[config.mk]
export PLATFORM = sky130hd
export DESIGN_NAME = rtl_str_unit
export DESIGN_NICKNAME = d
export VERILOG_FILES = /design/src/rtl/rtl_str_unit.sv
export SDC_FILE = /design/constraint.sdc
export NUM_CORES = 1
export LEC_CHECK = 0
export ABC_AREA = 1
export BUFFER_PORTS_ARGS = -buffer_cell sky130_fd_sc_hd__buf_2
export CAP_MARGIN = 5
export CORE_AREA = 4 4 41 43
export CTS_CLUSTER_DIAMETER = 60
export DETAILED_ROUTE_END_ITERATION = 8
export DIE_AREA = 0 0 45 47
export GPL_TIMING_DRIVEN = 0
export HOLD_SLACK_MARGIN = 0.15
export PLACE_DENSITY = 0.49
export RECOVER_POWER = 25
export SETUP_SLACK_MARGIN = 0.2
export SLEW_MARGIN = 20
export SYNTH_ARGS = -nofsm -noshare
export SYNTH_HDL_FRONTEND = slang
export SYNTH_SLANG_ARGS = --single-unit
[constraint.sdc]
create_clock -name clk -period 0.8 [get_ports clk]
set_input_delay 0.08 -clock clk [delete_from_list [all_inputs] [get_ports clk]]
set_output_delay 0.08 -clock clk [all_outputs]
set_load 0.02 [all_outputs]
[src/rtl/rtl_str_unit.sv]
// Registered two-operand gate bank built from per-bit gate primitives (NOT/NOR/OR/AND/NAND/XOR/XNOR).
// Optional build macro RTL_STR_IN_REG_EN adds a reset-to-zero input register stage (latency 2 instead of 1).
module rtl_str_unit #(
    parameter int unsigned WIDTH = 1
) (
    input  logic             clk,
    input  logic             rst,
    input  logic             in_valid,
    input  logic [WIDTH-1:0] a,
    input  logic [WIDTH-1:0] b,
    output logic [WIDTH-1:0] not_g,
    output logic [WIDTH-1:0] nor_g,
    output logic [WIDTH-1:0] or_g,
    output logic [WIDTH-1:0] and_g,
    output logic [WIDTH-1:0] nand_g,
    output logic [WIDTH-1:0] xor_g,
    output logic [WIDTH-1:0] xnor_g,
    output logic             out_valid
);

    logic [WIDTH-1:0] g_a;
    logic [WIDTH-1:0] g_b;
    logic             g_vld;

`ifdef RTL_STR_IN_REG_EN
    logic [WIDTH-1:0] a_q;
    logic [WIDTH-1:0] b_q;
    logic             vld_q;

    // Input stage; a reset here also drops any vector already sampled.
    always_ff @(posedge clk) begin
        if (rst) begin
            a_q   <= '0;
            b_q   <= '0;
            vld_q <= 1'b0;
        end else begin
            a_q   <= a;
            b_q   <= b;
            vld_q <= in_valid;
        end
    end

    assign g_a   = a_q;
    assign g_b   = b_q;
    assign g_vld = vld_q;
`else
    assign g_a   = a;
    assign g_b   = b;
    assign g_vld = in_valid;
`endif

    wire [WIDTH-1:0] not_w;
    wire [WIDTH-1:0] nor_w;
    wire [WIDTH-1:0] or_w;
    wire [WIDTH-1:0] and_w;
    wire [WIDTH-1:0] nand_w;
    wire [WIDTH-1:0] xor_w;
    wire [WIDTH-1:0] xnor_w;

    // One primitive level per bit; no cross-bit logic.
    for (genvar i = 0; i < WIDTH; i++) begin : g_bit
        not  u_not  (not_w[i],  g_a[i]);
        nor  u_nor  (nor_w[i],  g_a[i], g_b[i]);
        or   u_or   (or_w[i],   g_a[i], g_b[i]);
        and  u_and  (and_w[i],  g_a[i], g_b[i]);
        nand u_nand (nand_w[i], g_a[i], g_b[i]);
        xor  u_xor  (xor_w[i],  g_a[i], g_b[i]);
        xnor u_xnor (xnor_w[i], g_a[i], g_b[i]);
    end

    logic [WIDTH-1:0] not_q,  not_d;
    logic [WIDTH-1:0] nor_q,  nor_d;
    logic [WIDTH-1:0] or_q,   or_d;
    logic [WIDTH-1:0] and_q,  and_d;
    logic [WIDTH-1:0] nand_q, nand_d;
    logic [WIDTH-1:0] xor_q,  xor_d;
    logic [WIDTH-1:0] xnor_q, xnor_d;
    logic             vld_out_q;

    // Capture on a qualified vector, otherwise hold.
    always_comb begin
        not_d  = not_q;
        nor_d  = nor_q;
        or_d   = or_q;
        and_d  = and_q;
        nand_d = nand_q;
        xor_d  = xor_q;
        xnor_d = xnor_q;
        if (g_vld) begin
            not_d  = not_w;
            nor_d  = nor_w;
            or_d   = or_w;
            and_d  = and_w;
            nand_d = nand_w;
            xor_d  = xor_w;
            xnor_d = xnor_w;
        end
    end

    always_ff @(posedge clk) begin
        if (rst) begin
            not_q     <= '0;
            nor_q     <= '0;
            or_q      <= '0;
            and_q     <= '0;
            nand_q    <= '0;
            xor_q     <= '0;
            xnor_q    <= '0;
            vld_out_q <= 1'b0;
        end else begin
            not_q     <= not_d;
            nor_q     <= nor_d;
            or_q      <= or_d;
            and_q     <= and_d;
            nand_q    <= nand_d;
            xor_q     <= xor_d;
            xnor_q    <= xnor_d;
            vld_out_q <= g_vld;
        end
    end

    assign not_g     = not_q;
    assign nor_g     = nor_q;
    assign or_g      = or_q;
    assign and_g     = and_q;
    assign nand_g    = nand_q;
    assign xor_g     = xor_q;
    assign xnor_g    = xnor_q;
    assign out_valid = vld_out_q;

endmodule

# Word-level counts from Yosys, hierarchy flattened
# Cells that the tools add are included.
op_classes:
  bitwise_logic: 7
op_table:
  columns: ["operator", "count"]
  rows:
  - ["$not A1 Y1", 3]
  - ["$and A1 B1 Y1", 1]
  - ["$or A1 B1 Y1", 1]
  - ["$xnor A1 B1 Y1", 1]
  - ["$xor A1 B1 Y1", 1]
word_totals:
  ff_bits: 8
  input_bits: 5
  output_inout_bits: 8

# Depth between registers and ports, before layout
# Gate-level depths: netlist (run 1).
logic_depth:
  ltp_word: 2
  depth_mapped: 6
  depth_no_buf: 6

# Worst setup path before layout (run 1)
# OpenSTA, ideal clock, no wires.
synth_path:
  path_kind: "input -> register"
  from: "input port a"
  to: "register xor_q (netlist: xor_g)"
  t_arrival_ns: 0.584
  t_required_ns: 0.687
  setup_slack_ns: 0.103
  path_stages: 6
  n_path_buf: 0
  cell_sequence: "inv_1 > ha_1 > inv_1 > nand2_2 > nand2_1 > nor2_1"
synth_via:
  elab_chain_len: 1
synth_rtl:
  columns: ["item", "line_no", "source"]
  rows:
  - ["start: declaration", "9", "input logic [WIDTH-1:0] a,"]
  - ["$xor A1 B1 Y1", "67", "xor u_xor (xor_w[i], g_a[i], g_b[i]);"]
  - ["named net xor_w", "57", "wire [WIDTH-1:0] xor_w;"]
  - ["end signal: assignment", "116", "xor_q <= xor_d;"]
  - ["end: declaration", "76", "logic [WIDTH-1:0] xor_q, xor_d;"]
# The timed path passes the listed nets, and every way through them passes these cells.
# A chain may end at the register's enable or synchronous reset.

# Final worst setup path (run 1)
layout_path:
  from: "register xnor_q (netlist: xnor_g)"
  to: "output port xnor_g"
layout_rtl:
  columns: ["item", "line_no", "source"]
  rows:
  - ["start: declaration", "77", "logic [WIDTH-1:0] xnor_q, xnor_d;"]
  - ["start signal: assignment", "117", "xnor_q <= xnor_d;"]
  - ["end: declaration", "17", "output logic [WIDTH-1:0] xnor_g,"]
# No word-level cell between the ends.

==> flow_results.org, run 1 <==
** Status
- Result of the run :: finished, final reports clean

** Cells and area
- Fraction of layout cells with a size suffix above 1 :: 61.0%
- Registers take 175 um^2.
- The number of antenna diodes in the final layout is 0.
- Summing all multi-input logic gate instances after layout gives 178 um^2.
- Leaving out filler cells and counting taps, the final layout contains 74.
- Fill cells :: 147
- Summing all non-filler instances in the final layout gives an area of 562 um^2.
- In the final design database the tool counted 70 nets.
- Synthesis-to-finish area growth :: 59.2%

** STA
- The number of failing hold endpoints at the final stage was 0.
- Setup violations remaining at the end of the flow were counted as 0.
- The max-slew violation total from the final report is 0.
- Highest Clock Rate :: 1.25 GHz
- Shortest period the worst path allows :: 0.797 ns
- Between clock sinks in the finished design, the worst skew comes to 0 ns.
- Total negative slack for setup checks :: 0 ns
- Least-Margin Pin Slew :: 0.624 ns
- Unrepaired setup endpoints after global routing :: true
- Final worst path period share :: 99.6%
- Worst-case headroom to the max-slew limit :: 58.4%
- Across all hold checks on the routed design, the worst slack comes to 0.0216 ns.

** Placed design
- Buffers placed on the I/O ports in this run total 11.
- Number of cells in the design after placement :: 68
- After detailed placement, the total cell area comes to 457 um^2.
- Detail Placement HPWL :: 509 um
- Final estimated routing congestion in global placement :: 0.679

** Power and ir drop
- Switching part of the total power :: 27.2%
- In this run, flip-flops and latches consume 46.2% of the power.
- Cell internal power was estimated by the tool at 703 uW.
- The clock network accounts for 31.8% of the total power.
- P_sw :: 263 uW
- Worst voltage drop across the vdd grid :: 0.000830 V
- Per report_power, the combinational group accounts for 21.9% of the total.
- Pleak :: 0.266 nW
- The design draws 966 uW.
- Power density relative to cell area :: 1720 mW/mm^2

** GRT
- The via count of the first global-routing pass came to 298.
- Entering global routing, the biggest net connects 11 pins.
- Initial antenna violation count :: 0
- Wire length of the first global-routing pass :: 1170 um
- All-layer global routing usage :: 8.39%
- Sum of overflow across all layers after global routing :: 0

** Synth
- By area the synthesized netlist is led by sky130_fd_sc_hd__dfxtp_1 (45%), sky130_fd_sc_hd__ha_1 (14%), sky130_fd_sc_hd__nor2_1 (12%).
- Synth Area per Inst :: 8.40 um^2
- Synthesis produced a netlist whose cell count is 42.
- The synthesized netlist contains 10 unique library cells.
- Number of nets in the synthesized netlist :: 51
- For this run, the number of Yosys warnings is 0.
- Share of synthesized area occupied by flip-flops and latches :: 45.4%
- In this run the biggest area consumer among cell types represents 45.4% of the synthesized area.
- Combined area of all synthesized cells :: 353 um^2
- In this run, synthesis produced a sequential element count of 8.
- Largest area contributor in the netlist :: sky130_fd_sc_hd__dfxtp_1

** Clocking
- After clock tree synthesis, the clock-pin slew on the worst setup and hold paths is 0.05 ns.
- Buffers from clock root to sink, at most :: 2
- Root buf cell :: sky130_fd_sc_hd__clkbuf_4
- Clock tree from TritonCTS :: yes
- Insertion delay to the later sink of the worst-skew pair :: 0.25 ns
- CTS Buf Count :: 3
- Number of clock sinks :: 8
- Number of H-tree branching levels :: 1

** Worst setup path
- Critical Path Max Stage Delay :: 0.34 ns
- Critical path capture point type :: output port
- Grouping stages by cell kind, the critical path spends the most delay in flip-flops.
- The critical path in this run is classified as flop to output port.
- Of all nets on the critical path, the largest fanout is 2.
- For the worst flop-to-flop path, the logic depth is 4.
- Together, buffers and inverters on the worst path number 1.
- WP data required :: 0.72 ns
- Startpoint class of the critical path :: flop
- The slowest stage of the critical path belongs to the cell sky130_fd_sc_hd__dfxtp_4.
- Cells along the critical path :: buf_6
- Worst Path Arrival :: 0.72 ns
- In this run the number of cells on the critical path is 1.

** Routing
- First DRT Iteration DRCs :: 2
- DRC violation count after routing :: 0
- 1st-pass router iterations :: 2
- Detailed-route wire length per cell :: 9.08 um
- Wire length reported by the detailed router :: 672 um
- The detail route stage leaves a number of antenna-violating nets equal to 0.
- Detailed-route via count :: 309
- Routed vias/inst :: 4.18

** Die
- The initial utilization of the core area, before any placement, comes to 27.1%.
- Floorplan die area :: 0.00212 mm^2
- The die is 45 um wide.
- In this run the vertical extent of the chip is 47 um.
- Count of pins on the block boundary :: 13
- The floorplan has 13 rows.
- The region available for standard cell placement spans 0.00130 mm^2.

** Hold path
- Min-Delay Path Class :: primary input to flop
- Hold path cells :: 2

** Run
- Max-cap violations in this run came to 0.
[final cells by class]
type | count | share of cell area (%)
multi-input cells | 28 | 31.6
flip-flops and latches | 8 | 31.2
repair buffers | 14 | 24.1
inverters | 5 | 5.12
clock buffers | 3 | 4.01
well taps | 15 | 3.34
plain buffers | 1 | 0.668
[Yosys cell counts, drive strengths merged]
cell and instances:
nor2 11, dfxtp 8, a21oi 2, nand2 9
buf 1, o21ai 2, ha 4, inv 5
[power groups by stage]
stage | clock, mW | combinational (mW) | sequential [mW]
after CTS | 0.314 | 0.200 | 0.446
final | 0.307 | 0.212 | 0.447
after global routing | 0.334 | 0.233 | 0.451
after detailed placement | 0 | 0.164 | 0.447
after global placement | 0 | 0.165 | 0.446
after floorplan | 0 | 0.0766 | 0.482
[metal layers]
layer | part of all wire [%] | global-route usage [%]
met1 | 45 | 9.84
met2 | 45 | 11.0
met3 | 7.3 | 2.30
met4 | 2.4 | 10.5
met5 | 0 | 0
[repair_timing]
item / CTS / global route
hold endpoints to repair: 7 / 4
pin swaps: 1 / 0
buffers inserted: 1 / 2
setup endpoints to repair: 8 / 12
resized for setup: 18 / 4
[flip-flops by register name, summed over array words and instances (netlist names)]
signal	cells
xor_g	1
nand_g	1
and_g	1
xnor_g	1
out_valid	1
nor_g	1
not_g	1
or_g	1
[final timing paths]
check              start     end  slack [ns]
setup reg to reg  xnor_g  xnor_g        0.03
hold / removal       rst  xnor_g        0.02
setup / recovery  xnor_g  xnor_g       0.003
hold reg to reg     or_g    or_g        0.47
[kinds of logic (layout without fill, tap and decap cells)]
group / after synthesis / after routing / share of synthesized area, %
buffers and inverters: 6 / 23 / 9.93
DFF: 8 / 8 / 45.4
adders and majority gates: 4 / 4 / 14.2
and+or+nand+nor: 20 / 20 / 22.7
AOI/OAI and AO/OA: 4 / 4 / 7.80
[cells in the final DEF (no fill, tap or decap)]
| cell type | n |
|---|---|
| sky130_fd_sc_hd__inv_4 | 2 |
| sky130_fd_sc_hd__dfxtp_2 | 6 |
| sky130_fd_sc_hd__buf_2 | 3 |
| sky130_fd_sc_hd__inv_6 | 1 |
| sky130_fd_sc_hd__o21ai_2 | 2 |
| sky130_fd_sc_hd__clkbuf_4 | 3 |
| sky130_fd_sc_hd__inv_2 | 1 |
| sky130_fd_sc_hd__a21oi_2 | 2 |
| sky130_fd_sc_hd__clkbuf_1 | 1 |
| sky130_fd_sc_hd__nand2_2 | 2 |
| sky130_fd_sc_hd__buf_6 | 10 |
| sky130_fd_sc_hd__inv_1 | 1 |
| sky130_fd_sc_hd__dfxtp_4 | 2 |
| sky130_fd_sc_hd__ha_4 | 1 |
| sky130_fd_sc_hd__ha_1 | 3 |
| sky130_fd_sc_hd__nor2_1 | 11 |
| sky130_fd_sc_hd__buf_4 | 1 |
| sky130_fd_sc_hd__nand2_1 | 7 |
[through the flow]
step	setup WS [ns]	util, %
after detailed placement	-0.00842	35.1
after global routing	-0.0171	43.2
after global placement	-0.00140	35.1
final	0.00285	43.2
after floorplan	0.191	-
after CTS	-0.000949	41.4
No activity file was read; power rests on OpenSTA's default activity.
==> run 2: changes to the inputs <==
CTS_CLUSTER_DIAMETER = 30   (was 60)
SETUP_SLACK_MARGIN = 0.4   (was 0.2)
==> flow_results.org, run 2 (same netlist as run 1, synthesis figures left out) <==
** GRT
- Pin count of the biggest net entering global routing :: 11 (unchanged)
- M3 GR Usage :: 1.15% (-1.1 points)
- All-layer global routing usage :: 8.14% (-0.25 points)
- Sum of overflow across all layers after global routing :: 0 (unchanged)
- The met1 capacity usage during global routing is 7.97% (-1.9 points).
- Wire length of the first global-routing pass :: 1180 um (+0.51%)
- Vias in the first global route :: 296 (-0.67%)
- Most Used Layer, Global Route :: met2
- The initial antenna violation count was 0 (unchanged).
- Met2 Resource Use GR :: 14.1% (+3.1 points)

** STA
- The slew of the pin with the lowest slew margin is 0.631 ns (+0.00719 ns).
- The post-route clock period utilization was 100% (+0.70 points).
- The final period demand of the worst path came to 0.803 ns (+0.00557 ns).
- The worst max-slew margin expressed relative to the limit is 57.9% (-0.48 points).
- Setup repair after global routing could not meet its margin everywhere.
- Worst-case setup margin in the final layout :: -0.00273 ns (-0.00557 ns)
- Highest Clock Rate :: 1.25 GHz (-0.69%)
- The number of setup violations in the final report was 1 (+1).
- The final clock skew was 0 ns (unchanged).
- Total negative slack for setup checks :: -0.00273 ns (-0.00273 ns)
- Total count of max-transition violations in the final report :: 0 (unchanged)
- Final Hold Vio Count :: 0 (unchanged)

** Clocking
- CTS placed an instance of sky130_fd_sc_hd__clkbuf_4 at the clock tree root.
- TritonCTS built the clock tree.
- The later-pin clock latency in the skew report was 0.24 ns (about the same).
- The number of buffers added by the clock tree synthesis step came to 3 (unchanged).
- Number of H-tree branching levels :: 1 (unchanged)
- The maximum buffer depth of the clock tree came to 2 (unchanged).
- The number of clock sinks seen by CTS is 8 (unchanged).
- Worst-path clk slew :: 0.06 ns (about the same)

** Cells and area
- The area growth from synthesis to layout is 64.9%.
- Fraction of layout cells with a size suffix above 1 :: 65.0% (+4.0 points)
- The library cells used most frequently in the layout, excluding fill and tap cells, are sky130_fd_sc_hd__nor2_1 (8), sky130_fd_sc_hd__buf_6 (8), sky130_fd_sc_hd__nand2_1 (6).
- The net total in the final layout is 70 (unchanged).
- Number of antenna cells inserted :: 0 (unchanged)
- The number of fill cells came to 146 (-0.68%).

** Worst setup path
- Critical path type :: flop to output port
- The worst setup path is captured at an output port.
- CP max FO :: 2 (unchanged)
- Total buffers and inverters traversed by the critical path :: 1 (unchanged)
- The critical path required time is 0.72 ns (about the same).
- STA classifies the critical path startpoint as a flop.
- Critical Path Max Stage Delay :: 0.34 ns (about the same)
- Cell family with most CP delay :: flip-flops
- The signal on the critical path passes through buf_6.
- The data arrival time of the worst path is 0.72 ns (about the same).
- Among all stages on the critical path, the largest delay is contributed by sky130_fd_sc_hd__dfxtp_4.

** Routing
- Detailed-route wire length per cell :: 9.63 um (+6.0%)
- First DRT Iteration DRCs :: 2 (unchanged)
- 1st-pass router iterations :: 2 (unchanged)
- Routed vias/inst :: 4.04 (-3.2%)
- Detailed-route via count :: 303 (-1.9%)
- DRC violation count after routing :: 0 (unchanged)
- Wire length reported by the detailed router :: 722 um (+7.4%)
- DRT antenna net count :: 0 (unchanged)

** Die
- Starting Density :: 27.1% (unchanged)
- Area of the core :: 0.00130 mm^2 (unchanged)
- Count of pins on the block boundary :: 13 (unchanged)
- The y dimension of the die is 47 um (unchanged).
- Floorplan die area :: 0.00212 mm^2 (unchanged)
- Width of the chip :: 45 um (unchanged)
- The number of placement rows is 13 (unchanged).

** Power and ir drop
- The part of the total power dissipated in the clock network came to 32.8% (+1.0 points).
- The switching power total was 263 uW (about the same).
- Worst voltage drop across the vdd grid :: 0.000527 V (-37%)
- The total internal power came to 718 uW (+2.1%).
- The share of total power in combinational logic came to 22.0% (about the same).
- The power density normalized to cell area is 1690 mW/mm^2 (-1.9%).
- The cell leakage power was 0.269 nW (+1.0%).
- Design Power :: 981 uW (+1.6%)
- The sequential share of power came to 45.2% (-1.0 points).
- Switching part of the total power :: 26.8% (-0.39 points)

** Placed design
- Detail Placement HPWL :: 536 um (+5.4%)
- Final estimated routing congestion in global placement :: 0.682 (+0.53%)
- The number of input and output port buffers inserted is 11 (unchanged).

** Run
- Count of max-cap constraint violations :: 0 (unchanged)

** Status
- The final reports fail on setup timing.
- Result of the run :: complete, but fails checks

** Hold path
- In this run the worst hold path is classified as primary input to flop.
-- run 2: path summary, 6_finish.rpt --
check	start	endpoint	slack [ns]	depth (start not counted)
setup / recovery	not_g	not_g	-0.003	1
hold reg to reg	nand_g	nand_g	0.48	2
hold / removal	rst	not_g	0.02	2
setup reg to reg	xnor_g	xnor_g	0.13	3
-- run 2: power by group through the flow --
stage          Combinational, mW  Sequential (mW)  Clock, mW
6_report                   0.216            0.443      0.322
5_1_grt                    0.239            0.446      0.360
4_1_cts                    0.212            0.441      0.340
3_5_place_dp               0.170            0.443          0
3_3_place_gp               0.170            0.442          0
2_1_floorplan             0.0789            0.478          0
-- run 2: cell type report --
type	count	area (um^2)	share of cell area [%]
Multi-Input combinational cell	28	184	31.6
Sequential cell	8	183	31.4
Timing Repair Buffer	14	130	22.4
Inverter	5	36.3	6.24
Clock buffer	4	26.3	4.52
Tap cell	15	18.8	3.23
Buffer	1	3.75	0.645
-- run 2: per-stage QoR --
step | cell area, um^2 | hold WS, ns | setup slack [ns] | utilization, % | std cells
2_1_floorplan | 402 | 0.133 | 0.198 | - | 42
3_3_place_gp | 475 | 0.291 | -0.0181 | 36.5 | 68
3_5_place_dp | 475 | 0.289 | -0.0246 | 36.5 | 68
4_1_cts | 571 | 0.0187 | -0.00353 | 43.8 | 74
5_1_grt | 582 | 0.0191 | -0.0263 | 44.7 | 75
6_report | 582 | 0.0229 | -0.00273 | 44.7 | 75
-- run 2: metal layers --
metal  vias up  wire length, um
met2         9              363
met5         -                0
met4         0               19
li1        163                -
met3         2               42
met1       129              297
-- run 2: timing repair --
item                                    in CTS  in global routing
gates resized for setup                     18                  4
endpoints found under the setup margin      15                 15
pin swaps                                    2                  1
setup buffers                                2                  1
hold endpoints to repair                     8                  4
==> run 3: changes to the inputs <==
CORE_AREA = 3 3 40 42   (was 4 4 41 43)
DIE_AREA = 0 0 43 45   (was 0 0 45 47)
GPL_TIMING_DRIVEN = default   (was 0)
==> flow_results.org, run 3 (same netlist as run 1, synthesis figures left out) <==
** Die
- The area of the die is 0.00194 mm^2 (-8.5%).
- The number of ports placed on the die boundary came to 13 (unchanged).
- Width of the chip :: 43 um (-4.4%)
- The initial cell density of the core came to 27.5% (+0.34 points).
- Die Height :: 45 um (-4.3%)
- Area of the core :: 0.00128 mm^2 (-1.3%)
- The number of placement rows came to 13 (unchanged).

** Worst setup path
- The peak per-stage delay on the critical path is 0.34 ns (about the same).
- The signal on the critical path passes through buf_6.
- By startpoint and endpoint, the worst setup path is classified as flop to output port.
- The largest individual stage delay along the critical path comes from the cell sky130_fd_sc_hd__dfxtp_4.
- Endpoint of the most critical register-to-register path :: nor_g
- Startpoint class of the critical path :: flop
- Total buffers and inverters traversed by the critical path :: 1 (unchanged)
- CP max FO :: 2 (unchanged)
- Cell family with most CP delay :: flip-flops
- The critical path required time came to 0.72 ns (about the same).
- Worst Path Arrival :: 0.72 ns (about the same)
- Critical path capture point type :: output port
- The cell count of the worst reg-to-reg path was 3 (unchanged).
- Crit. path cell count :: 1 (unchanged)
- The startpoint identified for the worst register-to-register timing path is nor_g.
- The setup slack on the worst flop-to-flop path is 0.11 ns (-0.02 ns).

** STA
- Skew final :: 0 ns (unchanged)
- The slew of the pin with the lowest slew margin was 0.349 ns (-0.282 ns).
- The aggregate negative setup slack was 0 ns (+0.00273 ns).
- The worst max-slew margin expressed relative to the limit is 76.7% (+19 points).
- The number of setup violations in the final report was 0 (-1).
- Unrepaired setup endpoints after global routing :: true
- Highest Clock Rate :: 1.25 GHz (+0.38%)
- The max-slew violation total from the final report came to 0 (unchanged).
- The final period demand of the worst path came to 0.800 ns (-0.00306 ns).
- Final worst path period share :: 100% (-0.38 points)
- Final Hold Vio Count :: 0 (unchanged)

** Cells and area
- In the layout the commonest cells are sky130_fd_sc_hd__buf_6 (9), sky130_fd_sc_hd__nor2_1 (8), sky130_fd_sc_hd__nand2_1 (6).
- The multi-input combinational cell area came to 193 um^2 (+4.8%).
- The combined flip-flop and latch cell area was 183 um^2 (unchanged).
- Fill cells :: 133 (-8.9%)
- The total inserted antenna cells came to 0 (unchanged).
- The fraction of final layout cells sized beyond drive strength 1 came to 68.9% (+3.9 points).
- Layout Nets :: 71 (+1.4%)
- Leaving out fill and tap cells, the most frequent cell in the layout is sky130_fd_sc_hd__buf_6.
- The area growth from synthesis to layout is 71.6%.

** Clocking
- Buffers from clock root to sink, at most :: 2 (unchanged)
- The number of H-tree levels is 1 (unchanged).
- The tree is rooted in a sky130_fd_sc_hd__clkbuf_4.
- The number of clock sinks seen by CTS came to 8 (unchanged).
- CTS Buf Count :: 3 (unchanged)
- The later-pin clock latency in the skew report is 0.25 ns (about the same).
- The clock edge transition at the registers on the reported setup and hold paths came to 0.06 ns (about the same).
- TritonCTS built the clock tree.

** Placed design
- The routability congestion estimate from global placement is 0.695 (+1.8%).
- The detailed placement HPWL was 513 um (-4.3%).
- The number of input and output port buffers inserted is 12 (+1).

** Power and ir drop
- Pleak :: 0.281 nW (+4.5%)
- Worst voltage drop across the vdd grid :: 0.000437 V (-17%)
- The power density normalized to cell area was 1650 mW/mm^2 (-2.1%).
- Design Power :: 1.00 mW (+1.9%)

** GRT
- Vias in the first global route :: 256 (-14%)
- The first-pass GRT wire length was 1040 um (-12%).
- The total global routing overflow is 0 (unchanged).
- All-layer global routing usage :: 7.41% (-0.73 points)
- Initial antenna violation count :: 0 (unchanged)
- The largest net degree at the start of global routing came to 11 (unchanged).

** Routing
- DRC violation count after routing :: 0 (unchanged)
- The mean number of vias per cell came to 4.14 (+2.6%).
- Wire length reported by the detailed router :: 657 um (-9.0%)
- Detailed-route via count :: 315 (+4.0%)
- DRT antenna net count :: 0 (unchanged)
- The initial DRC count is 11 (+9).
- The first-pass iteration count of the detailed router is 4 (+2).
- The wire length per cell came to 8.64 um (-10%).

** Hold path
- Min-Delay Path Class :: primary input to flop
- Hold path cells :: 2 (unchanged)
- The worst hold path begins at rst.
- Min-Delay Endpoint :: xnor_g

** Run
- Count of max-cap constraint violations :: 0 (unchanged)

** Status
- Result of the run :: finished, final reports clean
-- run 3: cell types whose count changed in the layout (fill, tap and decap cells not counted) --
cell,before,now
sky130_fd_sc_hd__clkbuf_2,0,1
sky130_fd_sc_hd__o21ai_2,1,2
sky130_fd_sc_hd__buf_6,8,9
sky130_fd_sc_hd__nor2_2,3,2
sky130_fd_sc_hd__o21ai_1,1,0
sky130_fd_sc_hd__buf_2,2,1
sky130_fd_sc_hd__buf_4,4,5
sky130_fd_sc_hd__clkbuf_1,2,1
sky130_fd_sc_hd__nor2_4,0,1
-- run 3: power breakdown --
group          internal [mW]  switching [mW]
Combinational          0.114           0.117
Sequential             0.423          0.0193
Clock                  0.191           0.136
Total                  0.728           0.272
-- run 3: what timing repair did --
action,4_1_cts,5_1_grt
setup endpoints to repair,15,15
endpoints found under the hold margin,3,3
resized for setup,20,6
buffers inserted,2,2
pin swaps,1,2
-- run 3: how the worst max path moves through the flow --
| stage | end | slack [ns] | startpoint |
|---|---|---|---|
| 6_report | xnor_g | 0.0003 | xnor_g |
| 5_1_grt | xnor_g | -0.02 | xnor_g |
| 4_1_cts | xnor_g | -0.01 | xnor_g |
| 3_5_place_dp | xor_g | -0.04 | a |
| 3_3_place_gp | xor_g | -0.02 | a |
| 2_1_floorplan | xor_g | 0.20 | xor_g |
-- run 3: through the flow --
step                      cells  setup slack, ns  cell area [um^2]  util [%]  hold slack (ns)
after floorplan              42            0.198               402         -            0.133
after global placement       68          -0.0233               469      36.5            0.289
after detailed placement     68          -0.0423               469      36.5            0.285
after CTS                    74         -0.00982               569      44.3           0.0148
after global routing         76          -0.0150               606      47.1           0.0233
final                        76         0.000332               606      47.1           0.0213
-- run 3: area by class of cell --
class | instances | area share (%)
multi-input cells | 28 | 31.8
flip-flops and latches | 8 | 30.2
repair buffers | 16 | 24.6
inverters | 5 | 5.99
clock buffers | 4 | 4.34
well taps | 15 | 3.10
-- run 3: routing by layer --
metal  vias up  routed length (um)  track usage, %
li1        168                   -               -
met1       136                 305            9.88
met2        11                 312            9.88
met3         0                  39               0
met4         0                   0            9.04
met5         -                   0               0
